**config.mk**
```make
export PLATFORM = sky130hd
export DESIGN_NAME = code_lock_flat
export DESIGN_NICKNAME = d
export VERILOG_FILES = /design/src/rtl/code_lock_pkg.sv /design/src/rtl/code_lock_if.sv /design/src/rtl/code_lock_timer.sv /design/src/rtl/code_lock.sv /design/src/flat_wrapper.sv
export SDC_FILE = /design/constraint.sdc
export NUM_CORES = 1
export LEC_CHECK = 0
export ABC_AREA = 0
export CORE_MARGIN = 2
export CORE_UTILIZATION = 50
export CTS_CLUSTER_SIZE = 24
export DETAILED_ROUTE_END_ITERATION = 7
export PLACE_DENSITY_LB_ADDON = 0.1
export SYNTH_ARGS = -nofsm -noshare
export SYNTH_HDL_FRONTEND = slang
export SYNTH_SLANG_ARGS = --single-unit
```
**constraint.sdc**
```tcl
create_clock -name clk -period 3.55 [get_ports clk]
set_input_delay 0.71 -clock clk [delete_from_list [all_inputs] [get_ports clk]]
set_output_delay 0.71 -clock clk [all_outputs]
set_load 0.1 [all_outputs]
```
**src/rtl/code_lock_pkg.sv**
```systemverilog
`default_nettype none
// ============================================================================
// Module      : code_lock_pkg
// Description : Shared types and constant helpers for the code lock block.
//               Holds the controller state encoding and the width helpers
//               used to size the symbol index, failure counter and timers.
// Revision    : 1.0 - initial release
// ============================================================================
package code_lock_pkg;

  typedef enum logic [1:0] {
    ST_LOCKED  = 2'd0,
    ST_OPEN    = 2'd1,
    ST_PROG    = 2'd2,
    ST_LOCKOUT = 2'd3
  } state_e;

  // Bits needed to index 'value' distinct items; never less than one bit.
  function automatic int clog2(input int value);
    int w;
    w = 1;
    while ((1 << w) < value) w++;
    return w;
  endfunction

  // Bits needed to hold every count from 0 up to and including max_val.
  function automatic int cnt_width(input int max_val);
    return clog2(max_val + 1);
  endfunction

endpackage
`default_nettype wire

```
**src/rtl/code_lock_if.sv**
```systemverilog
`default_nettype none
// ============================================================================
// Module      : code_lock_if
// Description : User-side signal bundle of the code lock.
//   master : drives x (symbol), e (enter strobe), prog, relock;
//            observes L (unlocked), alarm, prog_mode, idx (next symbol index)
//   slave  : the lock itself, the mirror image of master
// Revision    : 1.0 - initial release
// ============================================================================
interface code_lock_if #(
  parameter int W = 3,
  parameter int N = 3
);
  import code_lock_pkg::*;

  localparam int IDX_W = clog2(N);

  logic [W-1:0]     x;
  logic             e;
  logic             prog;
  logic             relock;
  logic             L;
  logic             alarm;
  logic             prog_mode;
  logic [IDX_W-1:0] idx;

  modport master (
    output x, e, prog, relock,
    input  L, alarm, prog_mode, idx
  );

  modport slave (
    input  x, e, prog, relock,
    output L, alarm, prog_mode, idx
  );

endinterface
`default_nettype wire

```
**src/rtl/code_lock_timer.sv**
```systemverilog
`default_nettype none
// ============================================================================
// Module      : lock_timer
// Description : Loadable down-counter that saturates at zero.
//   clk, r_n  : clock, asynchronous active-low reset (count clears to 0)
//   load      : load load_val this cycle (wins over en)
//   load_val  : value to load
//   en        : decrement by one this cycle while non-zero
//   done      : count is zero
// Revision    : 1.0 - initial release
// ============================================================================
module lock_timer import code_lock_pkg::*; #(
  parameter int MAX_VAL = 15,
  parameter int CW      = cnt_width(MAX_VAL)
) (
  input  logic          clk,
  input  logic          r_n,
  input  logic          load,
  input  logic [CW-1:0] load_val,
  input  logic          en,
  output logic          done
);

  logic [CW-1:0] cnt_q;
  logic [CW-1:0] cnt_d;

  always_comb begin
    cnt_d = cnt_q;
    if (load) begin
      cnt_d = load_val;
    end else if (en && (cnt_q != '0)) begin
      cnt_d = cnt_q - 1'b1;
    end
  end

  always_ff @(posedge clk or negedge r_n) begin
    if (!r_n) begin
      cnt_q <= '0;
    end else begin
      cnt_q <= cnt_d;
    end
  end

  assign done = (cnt_q == '0);

endmodule
`default_nettype wire

```
**src/rtl/code_lock.sv**
```systemverilog
`default_nettype none
// ============================================================================
// Module      : code_lock
// Description : Sequential combination lock with failed-attempt lockout,
//               in-field code reprogramming and optional auto-relock.
//   clk  : clock, rising edge
//   r_n  : asynchronous active-low reset
//   bus  : code_lock_if.slave - x/e symbol entry, prog/relock requests,
//          L/alarm/prog_mode status (registered from state), idx
// Revision    : 1.0 - initial release
// ============================================================================
module code_lock import code_lock_pkg::*; #(
  parameter int             W            = 3,
  parameter int             N            = 3,
  parameter logic [N*W-1:0] DEFAULT_CODE = 9'b101_011_101,
  parameter int             MAX_FAIL     = 3,
  parameter int             LOCKOUT_CYC  = 16,
  parameter int             UNLOCK_CYC   = 0
) (
  input  logic        clk,
  input  logic        r_n,
  code_lock_if.slave  bus
);

  localparam int IDX_W  = clog2(N);
  localparam int FAIL_W = cnt_width(MAX_FAIL);
  localparam int LO_MAX = LOCKOUT_CYC - 1;
  localparam int UL_MAX = (UNLOCK_CYC > 0) ? UNLOCK_CYC - 1 : 0;
  localparam int LO_W   = cnt_width(LO_MAX);
  localparam int UL_W   = cnt_width(UL_MAX);

  localparam logic [IDX_W-1:0]  IDX_LAST    = IDX_W'(N - 1);
  localparam logic [FAIL_W-1:0] FAIL_LAST   = FAIL_W'(MAX_FAIL - 1);
  localparam logic [FAIL_W-1:0] FAIL_MAX    = FAIL_W'(MAX_FAIL);
  localparam logic [LO_W-1:0]   LO_LOAD     = LO_W'(LO_MAX);
  localparam logic [UL_W-1:0]   UL_LOAD     = UL_W'(UL_MAX);
  localparam bit                AUTO_RELOCK = (UNLOCK_CYC > 0);

  state_e              state_q, state_d;
  logic [IDX_W-1:0]    idx_q, idx_d;
  logic [FAIL_W-1:0]   fail_q, fail_d;
  logic [N*W-1:0]      code_q, code_d;
  logic [N*W-1:0]      shadow_q, shadow_d;
  logic                l_q, l_d;
  logic                alarm_q, alarm_d;
  logic                prog_mode_q, prog_mode_d;

  logic [W-1:0]        cur_sym;
  logic [N*W-1:0]      shadow_wr;
  logic                lo_load, lo_en, lo_done;
  logic                ul_load, ul_en, ul_done;

  lock_timer #(.MAX_VAL(LO_MAX)) u_lockout_timer (
    .clk      (clk),
    .r_n      (r_n),
    .load     (lo_load),
    .load_val (LO_LOAD),
    .en       (lo_en),
    .done     (lo_done)
  );

  lock_timer #(.MAX_VAL(UL_MAX)) u_relock_timer (
    .clk      (clk),
    .r_n      (r_n),
    .load     (ul_load),
    .load_val (UL_LOAD),
    .en       (ul_en),
    .done     (ul_done)
  );

  // Expected code symbol at idx, and the shadow with x written at idx
  // (the latter is also the value committed on the last PROG write).
  always_comb begin
    cur_sym   = code_q[W-1:0];
    shadow_wr = shadow_q;
    for (int k = 0; k < N; k++) begin
      if (idx_q == IDX_W'(k)) begin
        cur_sym                = code_q[k*W +: W];
        shadow_wr[k*W +: W]    = bus.x;
      end
    end
  end

  always_comb begin
    state_d  = state_q;
    idx_d    = idx_q;
    fail_d   = fail_q;
    code_d   = code_q;
    shadow_d = shadow_q;
    lo_load  = 1'b0;
    lo_en    = 1'b0;
    ul_load  = 1'b0;
    ul_en    = 1'b0;

    case (state_q)
      ST_LOCKED: begin
        if (bus.e) begin
          if (bus.x == cur_sym) begin
            if (idx_q == IDX_LAST) begin
              state_d = ST_OPEN;
              idx_d   = '0;
              fail_d  = '0;
              ul_load = 1'b1;
            end else begin
              idx_d = idx_q + 1'b1;
            end
          end else begin
            // Wrong symbol restarts entry; the symbol itself is not retried.
            idx_d = '0;
            if (fail_q == FAIL_LAST) begin
              state_d = ST_LOCKOUT;
              fail_d  = FAIL_MAX;
              lo_load = 1'b1;
            end else begin
              fail_d = fail_q + 1'b1;
            end
          end
        end
      end

      ST_OPEN: begin
        if (bus.relock) begin
          state_d = ST_LOCKED;
          idx_d   = '0;
        end else if (bus.prog) begin
          state_d = ST_PROG;
          idx_d   = '0;
        end else if (AUTO_RELOCK) begin
          // Timer was loaded with UNLOCK_CYC-1 on entry, so reaching zero
          // here means UNLOCK_CYC cycles have been spent in OPEN.
          if (ul_done) begin
            state_d = ST_LOCKED;
            idx_d   = '0;
          end else begin
            ul_en = 1'b1;
          end
        end
      end

      ST_PROG: begin
        if (bus.relock) begin
          state_d  = ST_LOCKED;
          idx_d    = '0;
          shadow_d = code_q;
        end else if (bus.e) begin
          shadow_d = shadow_wr;
          if (idx_q == IDX_LAST) begin
            code_d  = shadow_wr;
            state_d = ST_OPEN;
            idx_d   = '0;
            ul_load = 1'b1;
          end else begin
            idx_d = idx_q + 1'b1;
          end
        end
      end

      ST_LOCKOUT: begin
        if (lo_done) begin
          state_d = ST_LOCKED;
          fail_d  = '0;
          idx_d   = '0;
        end else begin
          lo_en = 1'b1;
        end
      end

      default: begin
        state_d = ST_LOCKED;
        idx_d   = '0;
      end
    endcase
  end

  // Status flags follow the registered state, one cycle behind it.
  always_comb begin
    l_d         = (state_q == ST_OPEN);
    alarm_d     = (state_q == ST_LOCKOUT);
    prog_mode_d = (state_q == ST_PROG);
  end

  always_ff @(posedge clk or negedge r_n) begin
    if (!r_n) begin
      state_q     <= ST_LOCKED;
      idx_q       <= '0;
      fail_q      <= '0;
      code_q      <= DEFAULT_CODE;
      shadow_q    <= DEFAULT_CODE;
      l_q         <= 1'b0;
      alarm_q     <= 1'b0;
      prog_mode_q <= 1'b0;
    end else begin
      state_q     <= state_d;
      idx_q       <= idx_d;
      fail_q      <= fail_d;
      code_q      <= code_d;
      shadow_q    <= shadow_d;
      l_q         <= l_d;
      alarm_q     <= alarm_d;
      prog_mode_q <= prog_mode_d;
    end
  end

  assign bus.L         = l_q;
  assign bus.alarm     = alarm_q;
  assign bus.prog_mode = prog_mode_q;
  assign bus.idx       = idx_q;

endmodule
`default_nettype wire

```
**src/flat_wrapper.sv**
```systemverilog
// flat-port wrapper written by rule: the top's interface ports become plain ports
module code_lock_flat import code_lock_pkg::*;
#(
  parameter int             W            = 3,
  parameter int             N            = 3,
  parameter logic [N*W-1:0] DEFAULT_CODE = 9'b101_011_101,
  parameter int             MAX_FAIL     = 3,
  parameter int             LOCKOUT_CYC  = 16,
  parameter int             UNLOCK_CYC   = 0
)
  (clk, r_n, bus_x, bus_e, bus_prog, bus_relock, bus_L, bus_alarm, bus_prog_mode, bus_idx);
  code_lock_if #(.W(W), .N(N)) bus_i ();
  input  logic clk;
  input  logic r_n;
  input wire logic [$bits(bus_i.x)-1:0] bus_x;
  input wire logic [$bits(bus_i.e)-1:0] bus_e;
  input wire logic [$bits(bus_i.prog)-1:0] bus_prog;
  input wire logic [$bits(bus_i.relock)-1:0] bus_relock;
  output wire logic [$bits(bus_i.L)-1:0] bus_L;
  output wire logic [$bits(bus_i.alarm)-1:0] bus_alarm;
  output wire logic [$bits(bus_i.prog_mode)-1:0] bus_prog_mode;
  output wire logic [$bits(bus_i.idx)-1:0] bus_idx;
  assign bus_i.x = bus_x;
  assign bus_i.e = bus_e;
  assign bus_i.prog = bus_prog;
  assign bus_i.relock = bus_relock;
  assign bus_L = bus_i.L;
  assign bus_alarm = bus_i.alarm;
  assign bus_prog_mode = bus_i.prog_mode;
  assign bus_idx = bus_i.idx;
  code_lock #(.W(W), .N(N), .DEFAULT_CODE(DEFAULT_CODE), .MAX_FAIL(MAX_FAIL), .LOCKOUT_CYC(LOCKOUT_CYC), .UNLOCK_CYC(UNLOCK_CYC)) u_core (.clk(clk), .r_n(r_n), .bus(bus_i));
endmodule
```
# After elaboration in Yosys (flattened, before gate mapping)
# Index checks and enable logic that the tools add are counted.
# Widths: inputs -> output; s select.
# totals
ff_bits	31
inputBits	8
out_inout_bits	5
# classes
n_addsub	3
eq_ne	13
muxes	38
bitwise_logic	1
n_reduce_logical	13
# op_table
operator	count
$mux 2	20
$mux 9	2
$pmux 2 s4	2
$mux 3	5
$reduce_and 4->1	3
$ne 3x3->1 const B	3
$eq 2x2->1 const B	4
$mux 4	2
$mux 1	6
$reduce_bool 2->1	3
$reduce_and 5->1	1
$add 2x1->2 const B	2
$eq 2x1->1 const B	2
$logic_not 2->1	2
$logic_not 4->1	1
$ne 2x2->1 const B	2
$pmux 2 s2	1
$reduce_bool 4->1	1
$sub 4x1->4 const B	1
$eq 3x3->1	1
$ne 3x1->1 const B	1
$reduce_and 2->1	1
$logic_and 1x1->1	1
$not 1->1	1

# Depth between registers and ports, before layout
# Gate-level depths: netlist of run 1.
# depth
depth_word	8
mapped_depth	7
depth_no_buf	7

# Hierarchy
# From an unflattened synthesis of run 1, not the netlist that was laid out.
# hier_totals
hier_cells	166
hier_area_um2	1625.3
# modules_own_cells
mod	instances	cells_each	area_per_inst_um2
code_lock	1	139	1355.0
lock_timer	1	27	270.3

# Worst setup path after synthesis of run 1
# No wires, ideal clock.
# synth_timing
kind	register to register
from	reg u_core.idx_q[1] (netlist: u_core.bus.idx[1])
to	reg u_core.state_q[0]
setup_time_ps	94
arrival_ps	2255
slack_ps	1201
path_stages_with_launch	7
path_buffers	1
period_less_slack_ps	2349
path_cell_list	dfrtp_1 buf_4 xor2_2 o221ai_2 xor2_2 o31a_2 a211oi_1
# synth_via
elab_chain_cells	7
word_cells_on_any_way	13
# synth_lines
item	line	source
from (decl)	code_lock.sv:40	logic [IDX_W-1:0] idx_q, idx_d;
from (signal assigned)	code_lock.sv:194	idx_q <= idx_d;
$eq 2x1->1	code_lock.sv:77	if (idx_q == IDX_W'(k)) begin
$mux 3 (2 in a row)	code_lock.sv:77	
$eq 3x3->1	code_lock.sv:98	if (bus.x == cur_sym) begin
$mux 2	code_lock.sv:98	
$mux 2	code_lock.sv:97	if (bus.e) begin
$pmux 2 s4	code_lock.sv:95	case (state_q)
to (signal assigned)	code_lock.sv:193	state_q <= state_d;
to (decl)	code_lock.sv:39	state_e state_q, state_d;
# Several ways; a longest one is shown, not always the timed one. The select of a mux whose other input is x is not followed.
# A chain may end at the register's enable or synchronous reset.

# Worst setup path in the final report of run 1
# layout_timing
from	reg u_core.l_q (netlist: u_core.bus.L)
to	out bus_L
# layout_rtl
item	line	source
from (decl)	code_lock.sv:44	logic l_q, l_d;
from (signal assigned)	code_lock.sv:198	l_q <= l_d;
to (decl)	flat_wrapper.sv:19	output wire logic [$bits(bus_i.L)-1:0] bus_L;
# No word-level cell between the ends.

==> metrics.txt, run 1 <==
status complete, no violations; RSZ-0062 raised after global routing no; worst hold path class register to register; IO buf count 12; post-synth cell types 50; setup violators final 0; Post-Layout Inst Area around 0.0018 mm2; yosys warns 0; post-CTS setup buffers 0; layout net count roughly 180; post-synth top area cell dfrtp_1; sequential share of the synthesized area 42.28%; share of the synthesized area in the top cell type a little over a quarter; first-pass iteration count of the detailed router 4; multiplexer share of the synthesized area approximately 5.6%; post-layout util about 56%; Post-Syn Nets 177; first-pass GRT wire length 6051 um; Max Clk Rate approximately 400 MHz; Multi-input gate area between 800 and 900 um2; Post-Synth Adder-Cell Area between 1 and 1.5%; Worst VDD drop 0.0003523 V; Die Y between 60 and 70 um; slowest CP cell clkdlybuf4s50_1; root buf cell clkbuf_4; total number of vias around 1,300; vias in the first global route between 1,000 and 1,500; Synth Area in XOR/XNOR 4.896%; Area after DPL approximately 0.0018 mm2; Setup crit start kind register; Layout area overhead 9.050%; Post-CTS Resized 0; Post-synth ARST share 100.0%; top cells by area, synth dfrtp_1, dfstp_2, a22oi_1; sequential cell area around 710 um2; Synth top cells by count dfrtp_1, nand2_1, o21ai_0; leakage about 0.75 nW; Arr. time, crit path 1820 ps; count leader, synth dfrtp_1; Routability Congestion about 0.84; CP required ~2800 ps; Synth Flop Type dfrtp_1; # DRC 0; clk slew on worst S/H paths ~150 ps; Starting Density about half; CP Cell Sequence clkdlybuf4s50_1; diode count 0; Top Ports 13; WP buf/inv 1; Worst-Skew Late Latency approximately 340 ps; die width ~62 um; largest family of logic cells by synthesized area compound AO/OA/AOI/OAI gates; PD cells about 850 mW/mm2; Slew Limit Headroom 29.88%; Die ar. approximately 0.0039 mm2; synthesized area approximately 0.0017 mm2; grt total ovfl 0; CTS Buffer Depth 2; max-slew violation count 0; Worst Clk Skew 15.91 ps; clock sinks 28; wire length per cell between 15 and 20 um; CTS tree done; actual slew at the worst max-slew pin between 1000 and 1500 ps; simple-gate share of the synthesized area between 10% and 20%; H-tree Lvls 1; largest net degree at the start of global routing 24; max cap viols 0; CTS hold repair buffers 0; Setup CP Type register to primary output; crit path time final roughly 2500 ps; Filler cells 295; Synth Instances ~170; Final WS setup approximately 1000 ps; Initial DRC Count ~110; Core ar. around 0.0033 mm2; Placement Rows 21; layout cells sized above 1 between 20 and 25%; Total GRT Usage between 20% and 30%; DR vias/cell a little under 6; Fin. Hold Viols 0; average cell area after synthesis between 10 and 15 um2; Setup TNS Final 0 ps; total CTS buffers 3; final HPWL from detailed placement between 2000 and 3000 um; Post-Route WL 3536 um; delay-heaviest family, CP buffers and inverters; Post-synth EDFFs 0; Final Cycle Share a little under three quarters; pre-CTS setup slack about 780 ps; initial antenna violation count 0; critical path endpoint category primary output; Seq cells post-synth 28; CP max stage delay between 1000 and 1500 ps; Crit Path Max Fanout 1; Routed Antenna Nets 0; Synth Area in Compound Gates approximately a quarter
-- through the flow --
step	std cells	total power, mW	hold slack, ps
5_1_grt	218	1.701	554.6
6_report	218	1.569	497.1
3_5_place_dp	214	1.437	480.0
4_1_cts	218	1.578	500.9
2_1_floorplan	167	1.270	414.4
3_3_place_gp	214	1.412	490.2
-- logic make-up (layout without fill, tap and decap cells) --
family / count (synthesis) / in the layout
fa+ha+maj: 2 / 2
xor+xnor: 6 / 6
flops: 28 / 28
buf+inv: 19 / 24
mux: 9 / 9
simple gates: 48 / 48
compound gates: 55 / 55
-- cells in the final DEF, fill, tap and decap left out, types with 2 or more instances in the layout --
cell type and n:
o221ai_2 3, o211ai_1 2, inv_1 5, nand3_1 2, ha_1 2, nor2b_1 3, nor2_1 4, dfstp_2 10
a211oi_1 4, buf_4 5, xnor2_1 2, o21ai_0 15, and2_1 2, nor3_1 3, and3_1 2, a22oi_1 13
clkbuf_4 3, mux2i_1 6, mux2_2 3, a21oi_1 2, dfrtp_1 18, nand2_1 16, or3b_1 3, nor3b_1 2
or3_1 2, a31o_2 4, xor2_2 4, nand4_1 2, clkdlybuf4s50_1 10
-- sequential cells by signal, indices dropped and copies added (netlist names) --
| name | cells |
|---|---|
| u_core.bus.L | 1 |
| u_core.bus.prog_mode | 1 |
| u_core.shadow_q | 6 |
| u_core.bus.alarm | 1 |
| u_core.code_q | 9 |
| u_core.u_lockout_timer.cnt_q | 4 |
| u_core.bus.idx | 2 |
| u_core.fail_q | 2 |
| u_core.state_q | 2 |
-- where the power goes --
part           leakage (nW)  total [mW]  internal (mW)  switching (mW)
Clock                0.0150       0.137         0.0441          0.0925
Sequential            0.329       0.612          0.474           0.138
Combinational         0.406       0.820          0.337           0.483
Total                 0.750        1.57          0.855           0.713
-- per-layer routing --
metal / up-vias / track usage, % / share of wire (%)
met1: 632 / 28.29 / 44
met4: 0 / 9.422 / 1.8
li1: 623 / - / -
met2: 32 / 35.12 / 51
met3: 6 / 2.484 / 3.3
met5: - / 0 / 0
-- final cells by class --
class                           count  share of cell area (%)
Multi-Input combinational cell    120                   48.16
Inverter                            5                   1.020
Sequential cell                    28                   38.78
Tap cell                           46                   3.129
Timing Repair Buffer               15                   7.483
Clock buffer                        4                   1.429
-- worst paths after layout --
| kind | startpoint | endpoint | slack [ps] | cells after the start |
|---|---|---|---|---|
| setup / recovery | u_core.bus.L$_DFF_PN0_ | bus_L | 1020 | 1 |
| hold / removal | u_core.code_q[4]$_DFFE_PN1P_ | u_core.code_q[4]$_DFFE_PN1P_ | 500 | 2 |
| setup reg to reg | u_core.state_q[1]$_DFFE_PN0P_ | u_core.code_q[7]$_DFFE_PN0P_ | 1280 | 4 |
| hold reg to reg | u_core.code_q[4]$_DFFE_PN1P_ | u_core.code_q[4]$_DFFE_PN1P_ | 500 | 2 |
| max in group asynchronous | r_n | u_core.code_q[2]$_DFFE_PN1P_ | 1860 | 2 |
| min in group asynchronous | r_n | u_core.state_q[0]$_DFFE_PN0P_ | 920 | 1 |
(Power assumes the default switching activity.)
==> run 2, diff against run 1 <==
- clock period: 3.55 -> 2.35 ns (I/O delays scaled with it)
==> run 2 against run 1 <==
  * Non-clock buffer count grew 3
  * Final area grew 0.82%
  * Die area is the same
  * Critical path type is now register to register
  * Largest cell class unchanged
  * Largest power group unchanged
  * Highest routed layer unchanged
==> metrics.txt, run 2 (synthesis gave the netlist of run 1 again) <==
status complete, no violations; Crit Path Max Fanout 12 (+11); root buf cell clkbuf_4; largest net degree at the start of global routing 29 (+21%); max-slew violation count 0 (unchanged); Area after DPL 0.001828 mm2 (+0.83%); clk slew on worst S/H paths 150 ps (about the same); die width 62.08 um (unchanged); Starting Density 51.35% (unchanged); Routed Antenna Nets 0 (unchanged); CP required 2560 ps (-280 ps); most frequent cells in the layout dfrtp_1, nand2_1, o21ai_0; Initial DRC Count 82 (-28%); pre-CTS setup slack 159.8 ps (-617.9 ps); Setup crit start kind register; crit path time final roughly 2100 ps; Post-Route WL 3458 um (-2.2%); Placement Rows 21 (unchanged); Arr. time, crit path 2270 ps (+450 ps); Final WS setup 286.0 ps (-732.9 ps); Die Y 62.08 um (unchanged); wire length per cell 15.65 um (-3.5%); CTS hold repair buffers 0 (unchanged); leakage 0.7681 nW (+2.5%); CTS Buffer Depth 2 (unchanged); post-CTS setup buffers 0 (unchanged); Max Clk Rate 484.5 MHz; diode count 0 (unchanged); RSZ-0062 raised after global routing no; clock sinks 28 (unchanged); layout cells sized above 1 25.14% (+3.0 points); vias in the first global route 1,349 (+2.0%); # DRC 0 (unchanged); Top Ports 13 (unchanged); final HPWL from detailed placement 2537 um (about the same); Biggest register u_core.code_q; Filler cells 299 (+1.4%); Final Power 2.376 mW (+51%); actual slew at the worst max-slew pin 562.1 ps (-486.5 ps); Total GRT Usage 21.32% (-0.052 points); total number of vias 1,333 (+3.1%); IO buf count 12 (unchanged); Worst-Skew Late Latency 330 ps (about the same); worst hold path class input pin to async pin; layout net count 186 (+1.6%); Worst VDD drop 0.0005511 V (+56%); total CTS buffers 3 (unchanged); Layout area overhead 9.941%; Routability Congestion 0.8145 (-3.0%); DR vias/cell 6.032 (+1.7%); CTS tree done; PD cells 1281 mW/mm2 (+50%); Die ar. 0.003854 mm2 (unchanged); first-pass GRT wire length 6051 um (unchanged); Post-CTS Resized 0 (unchanged); Post-Layout Inst Area 0.001854 mm2 (+0.82%); grt total ovfl 0 (unchanged); Setup CP Type register to register; Worst Clk Skew 18.47 ps (+2.553 ps); critical path endpoint category register; Setup TNS Final 0 ps (unchanged); Fin. Hold Viols 0 (unchanged); number of flip-flops in the largest register 9 (unchanged); H-tree Lvls 1 (unchanged); first-pass iteration count of the detailed router 4 (unchanged); Core ar. 0.003284 mm2 (unchanged); max cap viols 0 (unchanged); Top Registers u_core.code_q x9, u_core.shadow_q x6, u_core.u_lockout_timer.cnt_q x4; Slew Limit Headroom 62.13% (+32 points); initial antenna violation count 0 (unchanged); most common cell after layout, fill and taps aside dfrtp_1; setup violators final 0 (unchanged); post-layout util 56.46% (+0.46 points); Final Cycle Share around 88%
## run 2: final timing paths
path / end / startpoint / slack [ps] / depth (start not counted)
min reg2reg: u_core.code_q[4]$_DFFE_PN1P_ / u_core.code_q[4]$_DFFE_PN1P_ / 500 / 2
max reg2reg: u_core.fail_q[0]$_DFFE_PN0P_ / u_core.bus.idx[0]$_DFFE_PN0P_ / 290 / 5
max: u_core.fail_q[0]$_DFFE_PN0P_ / u_core.bus.idx[0]$_DFFE_PN0P_ / 290 / 5
max in group asynchronous: u_core.code_q[8]$_DFFE_PN1P_ / r_n / 1520 / 2
min: u_core.bus.L$_DFF_PN0_ / r_n / 500 / 2
min in group clk: u_core.code_q[4]$_DFFE_PN1P_ / u_core.code_q[4]$_DFFE_PN1P_ / 500 / 2
## run 2: where the power goes
| group | switching, mW | internal, mW | total, mW |
|---|---|---|---|
| clock network | 0.135 | 0.0664 | 0.201 |
| logic | 0.758 | 0.514 | 1.27 |
| registers | 0.186 | 0.716 | 0.902 |
| total | 1.08 | 1.30 | 2.38 |
## run 2: critical path, cell delays in order, from the launching register on
cell and delay, ps:
dfrtp_1 560, nand2b_1 370, o221ai_2 280, xor2_2 360
and3_4 280, o211ai_1 90
## run 2: per-layer routing
| layer | up-vias | GRT usage [%] | share of wire (%) |
|---|---|---|---|
| li1 | 634 | - | - |
| met1 | 654 | 26.95 | 42 |
| met2 | 39 | 36.31 | 53 |
| met3 | 6 | 2.692 | 4.0 |
| met4 | 0 | 9.422 | 1.2 |
| met5 | - | 0 | 0 |
## run 2: cell type report
cell class	instances	area, um2	area share [%]
clock buffer	4	26.28	1.417
tap	46	57.56	3.104
inverter	5	18.77	1.012
multi-input combinational	120	885.9	47.77
sequential	28	713.2	38.46
timing repair buffer	18	152.6	8.232
## run 2: stage by stage
| stage | cells | hold slack [ps] |
|---|---|---|
| after global routing | 221 | 503.5 |
| after CTS | 221 | 499.0 |
| after floorplan | 167 | 174.4 |
| final | 221 | 498.8 |
| after detailed placement | 217 | 487.3 |
| after global placement | 217 | 485.2 |
